### src/rtl/whack_pkg.sv
// Shared types and constants for the whack-a-mole hit detector.
package whack_pkg;

  localparam int N_HOLES_DEFAULT = 9;
  localparam int IDX_W = 4;

  typedef enum logic [1:0] {
    IDLE  = 2'd0,
    ARMED = 2'd1,
    LOCK  = 2'd2
  } hit_state_e;

endpackage

### src/rtl/btn_debounce.sv
// One button: 2-flop synchroniser, saturating debounce counter and press (rising edge) detect.
// press is high for the single cycle in which the debounced level has just become 1.
module btn_debounce #(
  parameter int DEBOUNCE_CYCLES = 500000
) (
  input  logic clk,
  input  logic rst,
  input  logic btn,
  output logic press
);

  localparam int CW = $clog2(DEBOUNCE_CYCLES + 1);
  localparam logic [CW-1:0] CNT_LAST = CW'(DEBOUNCE_CYCLES - 1);

  logic          sync1_q;
  logic          sync2_q;
  logic          db_q;
  logic          press_q;
  logic [CW-1:0] cnt_q;

  always_ff @(posedge clk) begin
    if (rst) begin
      sync1_q <= 1'b0;
      sync2_q <= 1'b0;
      db_q    <= 1'b0;
      press_q <= 1'b0;
      cnt_q   <= '0;
    end else begin
      sync1_q <= btn;
      sync2_q <= sync1_q;
      press_q <= 1'b0;
      if (sync2_q == db_q) begin
        cnt_q <= '0;
      end else if (cnt_q >= CNT_LAST) begin
        // This is the DEBOUNCE_CYCLES-th differing cycle; the counter never passes CNT_LAST.
        db_q    <= ~db_q;
        cnt_q   <= '0;
        press_q <= ~db_q;
      end else begin
        cnt_q <= cnt_q + 1'b1;
      end
    end
  end

  assign press = press_q;

endmodule

### src/rtl/hit_detector.sv
// Judges debounced button presses against raised moles and pulses score/miss triggers.
// Optional miss reporting is enabled by defining HIT_DETECTOR_MISS_PENALTY_EN.
//
// state | meaning
// IDLE  | game not running, no pulses, debouncers still active
// ARMED | waiting for a press to judge
// LOCK  | hit scored, presses ignored until the locked mole drops
module hit_detector
  import whack_pkg::*;
#(
  parameter int N_HOLES         = N_HOLES_DEFAULT,
  parameter int DEBOUNCE_CYCLES = 500000
) (
  input  logic               clk,
  input  logic               rst,
  input  logic               enable,
  input  logic [N_HOLES-1:0] btn,
  input  logic [N_HOLES-1:0] mole_mask,
  output logic               score_trigger,
  output logic [IDX_W-1:0]   hit_index,
  output logic               miss_trigger
);

  logic [N_HOLES-1:0] press;
  logic               press_any;
  logic [IDX_W-1:0]   press_idx;

  hit_state_e         state_q, state_d;
  logic               score_q, score_d;
  logic               miss_q, miss_d;
  logic [IDX_W-1:0]   hit_index_q, hit_index_d;
  logic [IDX_W-1:0]   lock_idx_q, lock_idx_d;

  for (genvar g = 0; g < N_HOLES; g++) begin : g_btn
    btn_debounce #(
      .DEBOUNCE_CYCLES(DEBOUNCE_CYCLES)
    ) u_btn_debounce (
      .clk  (clk),
      .rst  (rst),
      .btn  (btn[g]),
      .press(press[g])
    );
  end

  // Lowest index wins; the other simultaneous presses are simply dropped.
  always_comb begin
    press_any = 1'b0;
    press_idx = '0;
    for (int i = N_HOLES - 1; i >= 0; i--) begin
      if (press[i]) begin
        press_any = 1'b1;
        press_idx = IDX_W'(i);
      end
    end
  end

  always_ff @(posedge clk) begin
    if (rst) begin
      state_q     <= IDLE;
      score_q     <= 1'b0;
      miss_q      <= 1'b0;
      hit_index_q <= '0;
      lock_idx_q  <= '0;
    end else begin
      state_q     <= state_d;
      score_q     <= score_d;
      miss_q      <= miss_d;
      hit_index_q <= hit_index_d;
      lock_idx_q  <= lock_idx_d;
    end
  end

  always_comb begin
    state_d     = state_q;
    score_d     = 1'b0;
    miss_d      = 1'b0;
    hit_index_d = hit_index_q;
    lock_idx_d  = lock_idx_q;
    if (!enable) begin
      state_d = IDLE;
    end else begin
      unique case (state_q)
        IDLE: state_d = ARMED;
        ARMED: begin
          if (press_any) begin
            if (mole_mask[press_idx]) begin
              score_d     = 1'b1;
              hit_index_d = press_idx;
              lock_idx_d  = press_idx;
              state_d     = LOCK;
            end
`ifdef HIT_DETECTOR_MISS_PENALTY_EN
            else begin
              miss_d      = 1'b1;
              hit_index_d = press_idx;
            end
`endif
          end
        end
        LOCK: begin
          if (!mole_mask[lock_idx_q]) state_d = ARMED;
        end
        default: state_d = IDLE;
      endcase
    end
  end

  assign score_trigger = score_q;
  assign miss_trigger  = miss_q;
  assign hit_index     = hit_index_q;

endmodule

### config.mk
export PLATFORM = sky130hd
export DESIGN_NAME = hit_detector
export DESIGN_NICKNAME = d
export VERILOG_FILES = /design/src/rtl/whack_pkg.sv /design/src/rtl/btn_debounce.sv /design/src/rtl/hit_detector.sv
export SDC_FILE = /design/constraint.sdc
export NUM_CORES = 1
export LEC_CHECK = 0
export CAP_MARGIN = 15
export CELL_PAD_IN_SITES_DETAIL_PLACEMENT = 2
export CELL_PAD_IN_SITES_GLOBAL_PLACEMENT = 2
export CORE_UTILIZATION = 39
export DETAILED_ROUTE_END_ITERATION = 16
export PLACE_DENSITY_LB_ADDON = 0.1
export SLEW_MARGIN = 20
export SYNTH_ARGS = -nofsm -noshare
export SYNTH_HDL_FRONTEND = slang
export SYNTH_SLANG_ARGS = --single-unit
### constraint.sdc
create_clock -name clk -period 3.1 [get_ports clk]
set_input_delay 0.31 -clock clk [delete_from_list [all_inputs] [get_ports clk]]
set_output_delay 0.31 -clock clk [all_outputs]
set_load 0.02 [all_outputs]
==> impl_metrics.json <==
{
  "status": "finished clean",
  "path_delay_family": "simple AND/OR/NAND/NOR gates",
  "worst-endpoint-arrival_ns": 2.90,
  "io_pins": 27,
  "die_w_microns": 155,
  "wire_length_of_the_first_global_routing_pass_microns": 38200,
  "layout_worst_path_cycle_share_pct": 79.0,
  "whs_endpoint": "g_btn[2].u_btn_debounce.sync2_q",
  "antenna_cells_inserted": 0,
  "clock_sinks": 214,
  "layout_common_cells": "sky130_fd_sc_hd__dfxtp_1, sky130_fd_sc_hd__nor2_1, sky130_fd_sc_hd__xor2_1, sky130_fd_sc_hd__nor3_1, sky130_fd_sc_hd__nand2_1",
  "antenna_violations_before_repair": 0,
  "r2r-start": "g_btn[5].u_btn_debounce.cnt_q[0]",
  "avgViaCountPerCell": 5.20,
  "cts-resized-gates": 0,
  "min_delay_path_depth": 2,
  "synthCells": 1021,
  "critPathMaxFanout": 19,
  "fin_worst_skew_ns": 0.0145,
  "coreArea_sq_mm": 0.0228,
  "final_nets": 1080,
  "pre_antenna_drt_iters": 4,
  "synth_fp_nets": 1051,
  "fill_cells": 2513,
  "numPlacedInstances": 1336,
  "power_density_mw_per_mm2": 551,
  "fin_crit_ns": 2.45,
  "mappedNetlistArea_sq_mm": 0.00918,
  "place.detailed.hpwl_microns": 14600,
  "startpoint_type": "register",
  "placement.setup.worst_slack_ns": 0.654,
  "max_stage_delay_ns": 0.65,
  "layout-area-overhead-vs-synth_pct": 15.2,
  "cell_count_final_fillers_out": 1382,
  "ys_async_sr_fraction_pct": 0,
  "dieHeight_microns": 155,
  "unrepaired_setup_endpoints_after_global_routing": "no",
  "cts-buffers-inserted": 25,
  "postCtsSetupRepairBufs": 0,
  "timing.critical_path.cells": "ha_1 > and4_1 > nor4_1 > a21boi_1 > o31a_1 > or3_1 > nor2_1",
  "setup-tns-final_ns": 0,
  "timing.critical_path.to_type": "register",
  "ctsHtreeMaxLevel": 1,
  "final_layout_size_suffix_gt1_share_pct": 6.08,
  "critical-path-slowest-cell": "sky130_fd_sc_hd__or3_1",
  "worst_ir_drop_vdd_v": 0.000315,
  "mostFrequentLayoutCell": "sky130_fd_sc_hd__dfxtp_1",
  "min-delay-path-class": "in2reg",
  "worst-path-buf-inv": 0,
  "tightestPinTransition_ns": 0.979,
  "sequential_cell_area_fraction_in_the_yosys_report_pct": 46.7,
  "routed-via-count": 7186,
  "synth_seq_cells": 214,
  "slew-limit-headroom_pct": 34.1,
  "maxCapViolCount": 0,
  "hold_path.startpoint": "rst",
  "drt_wl_total_microns": 21900,
  "setup_ws_ns": 0.652,
  "max_clock_freq_ghz": 0.408,
  "holdWs_ns": 0.326,
  "numPortBuffers": 25,
  "synth_edf_count": 0,
  "clock_latency_ns": 0.52,
  "cts_hold_buf": 0,
  "cts.path.max_buffers": 3,
  "grt_start_max_net_pins": 35,
  "clock_slew_seen_by_the_registers_of_the_worst_setup_and_hold_paths_ns": 0.06,
  "setup_viol": 0,
  "worst-r2r-setup-slack_ns": 0.65,
  "drc": 0,
  "critical_path_required_ns": 3.55,
  "startpoint": "g_btn[5].u_btn_debounce.cnt_q[0]",
  "criticalPathCategory": "reg2reg",
  "number_of_distinct_standard_cells_referenced_by_the_synthesized_netlist": 59,
  "ys_warn_count": 0,
  "logic_depth_of_the_worst_register_to_register_path": 7,
  "die_area_sq_mm": 0.0242,
  "track_usage_pct": 18.9,
  "ys.flop_type": "sky130_fd_sc_hd__dfxtp_1",
  "route.antenna.remaining_nets": 0,
  "detail_route.wl_per_cell_microns": 15.8,
  "cts_tree": "yes",
  "synth.avg_cell_area_sq_um": 8.99,
  "initial_utilization_pct": 40.2,
  "place_congestion": 0.705,
  "num_rows": 55,
  "grt.overflow.total": 0,
  "hold_viol": 0,
  "r2r_path_end": "g_btn[5].u_btn_debounce.cnt_q[13]",
  "drt_first_iter_violations": 188,
  "root_buffer": "sky130_fd_sc_hd__clkbuf_16",
  "leakagePower_nw": 3.48,
  "total_count_of_max_transition_violations_in_the_final_report": 0,
  "via_count_of_the_first_global_routing_pass": 7852
}
[per-layer routing]
layer / GRT usage, % / share of wire, % / vias to the layer above
met3: 2.42 / 1.9 / 40
met2: 34.3 / 49 / 46
met4: 5.14 / 2.5 / 0
met1: 23.5 / 46 / 3544
met5: 0 / 0 / -
li1: - / - / 3556
[kinds of logic after synthesis]
| family | synth area share, % |
|---|---|
| AO/OA/AOI/OAI | 5.04 |
| XOR/XNOR | 14.9 |
| adder cells (fa/ha/maj) | 1.23 |
| buffers and inverters | 1.69 |
| flip-flops | 46.7 |
| multiplexers | 2.07 |
| other | 0.0408 |
| AND/OR/NAND/NOR | 28.4 |
[Yosys cell counts, types with 9 or more instances]
cell	number	area share [%]
sky130_fd_sc_hd__a21oi_1	12	0.65
sky130_fd_sc_hd__and3_1	23	1.6
sky130_fd_sc_hd__and4_1	13	1.2
sky130_fd_sc_hd__clkbuf_1	19	0.78
sky130_fd_sc_hd__dfxtp_1	214	47
sky130_fd_sc_hd__ha_1	9	1.2
sky130_fd_sc_hd__mux2i_1	10	1.1
sky130_fd_sc_hd__nand2_1	63	2.6
sky130_fd_sc_hd__nand2b_1	18	1.2
sky130_fd_sc_hd__nand3_1	62	3.4
sky130_fd_sc_hd__nand4_1	27	1.8
sky130_fd_sc_hd__nor2_1	162	6.6
sky130_fd_sc_hd__nor2b_1	31	2.1
sky130_fd_sc_hd__nor3_1	74	4.0
sky130_fd_sc_hd__nor4_1	12	0.82
sky130_fd_sc_hd__o21ai_0	17	0.93
sky130_fd_sc_hd__xnor2_1	62	5.9
sky130_fd_sc_hd__xor2_1	94	9.0
[sequential cells by signal, indices dropped and copies added (netlist names)]
name                          cells
g_btn.u_btn_debounce.cnt_q      171
g_btn.u_btn_debounce.db_q         9
g_btn.u_btn_debounce.press        9
g_btn.u_btn_debounce.sync1_q      9
g_btn.u_btn_debounce.sync2_q      9
lock_idx_q                        4
state_q                           2
score_trigger                     1
[where the power goes]
| group | total (mW) | leakage [nW] | internal [mW] | switching, mW |
|---|---|---|---|---|
| registers | 2.78 | 1.73 | 2.77 | 0.00969 |
| logic | 0.0946 | 1.34 | 0.0446 | 0.0499 |
| clock network | 2.96 | 0.416 | 1.79 | 1.17 |
| total | 5.83 | 3.48 | 4.60 | 1.23 |
[area by class of cell]
| class | instances | area, sq um | area share, % |
|---|---|---|---|
| Clock buffer | 35 | 723 | 6.84 |
| Sequential cell | 214 | 4280 | 40.5 |
| Clock inverter | 11 | 111 | 1.05 |
| Tap cell | 313 | 392 | 3.70 |
| Inverter | 8 | 30.0 | 0.284 |
| Multi-Input combinational cell | 770 | 4740 | 44.9 |
| Timing Repair Buffer | 31 | 290 | 2.75 |
[worst max-delay path by stage]
stage,slack (ns),endpoint,cells after the start
2_1_floorplan,0.91,g_btn[5].u_btn_debounce.cnt_q[16],9
3_5_place_dp,0.65,g_btn[5].u_btn_debounce.cnt_q[13],7
3_3_place_gp,0.77,g_btn[5].u_btn_debounce.cnt_q[12],7
6_report,0.65,g_btn[5].u_btn_debounce.cnt_q[13],7
4_1_cts,0.59,g_btn[4].u_btn_debounce.cnt_q[13],7
5_1_grt,0.44,g_btn[5].u_btn_debounce.cnt_q[13],7
[per-stage QoR]
| stage | instance area, sq um | power, mW | util (%) |
|---|---|---|---|
| 2_1_floorplan | 9180 | 2.88 | - |
| 4_1_cts | 10600 | 5.93 | 46.3 |
| 5_1_grt | 10600 | 6.04 | 46.3 |
| 3_3_place_gp | 9740 | 2.93 | 42.6 |
| 6_report | 10600 | 5.83 | 46.3 |
| 3_5_place_dp | 9740 | 2.93 | 42.6 |
Note: power is estimated with default switching activity, not from simulation.
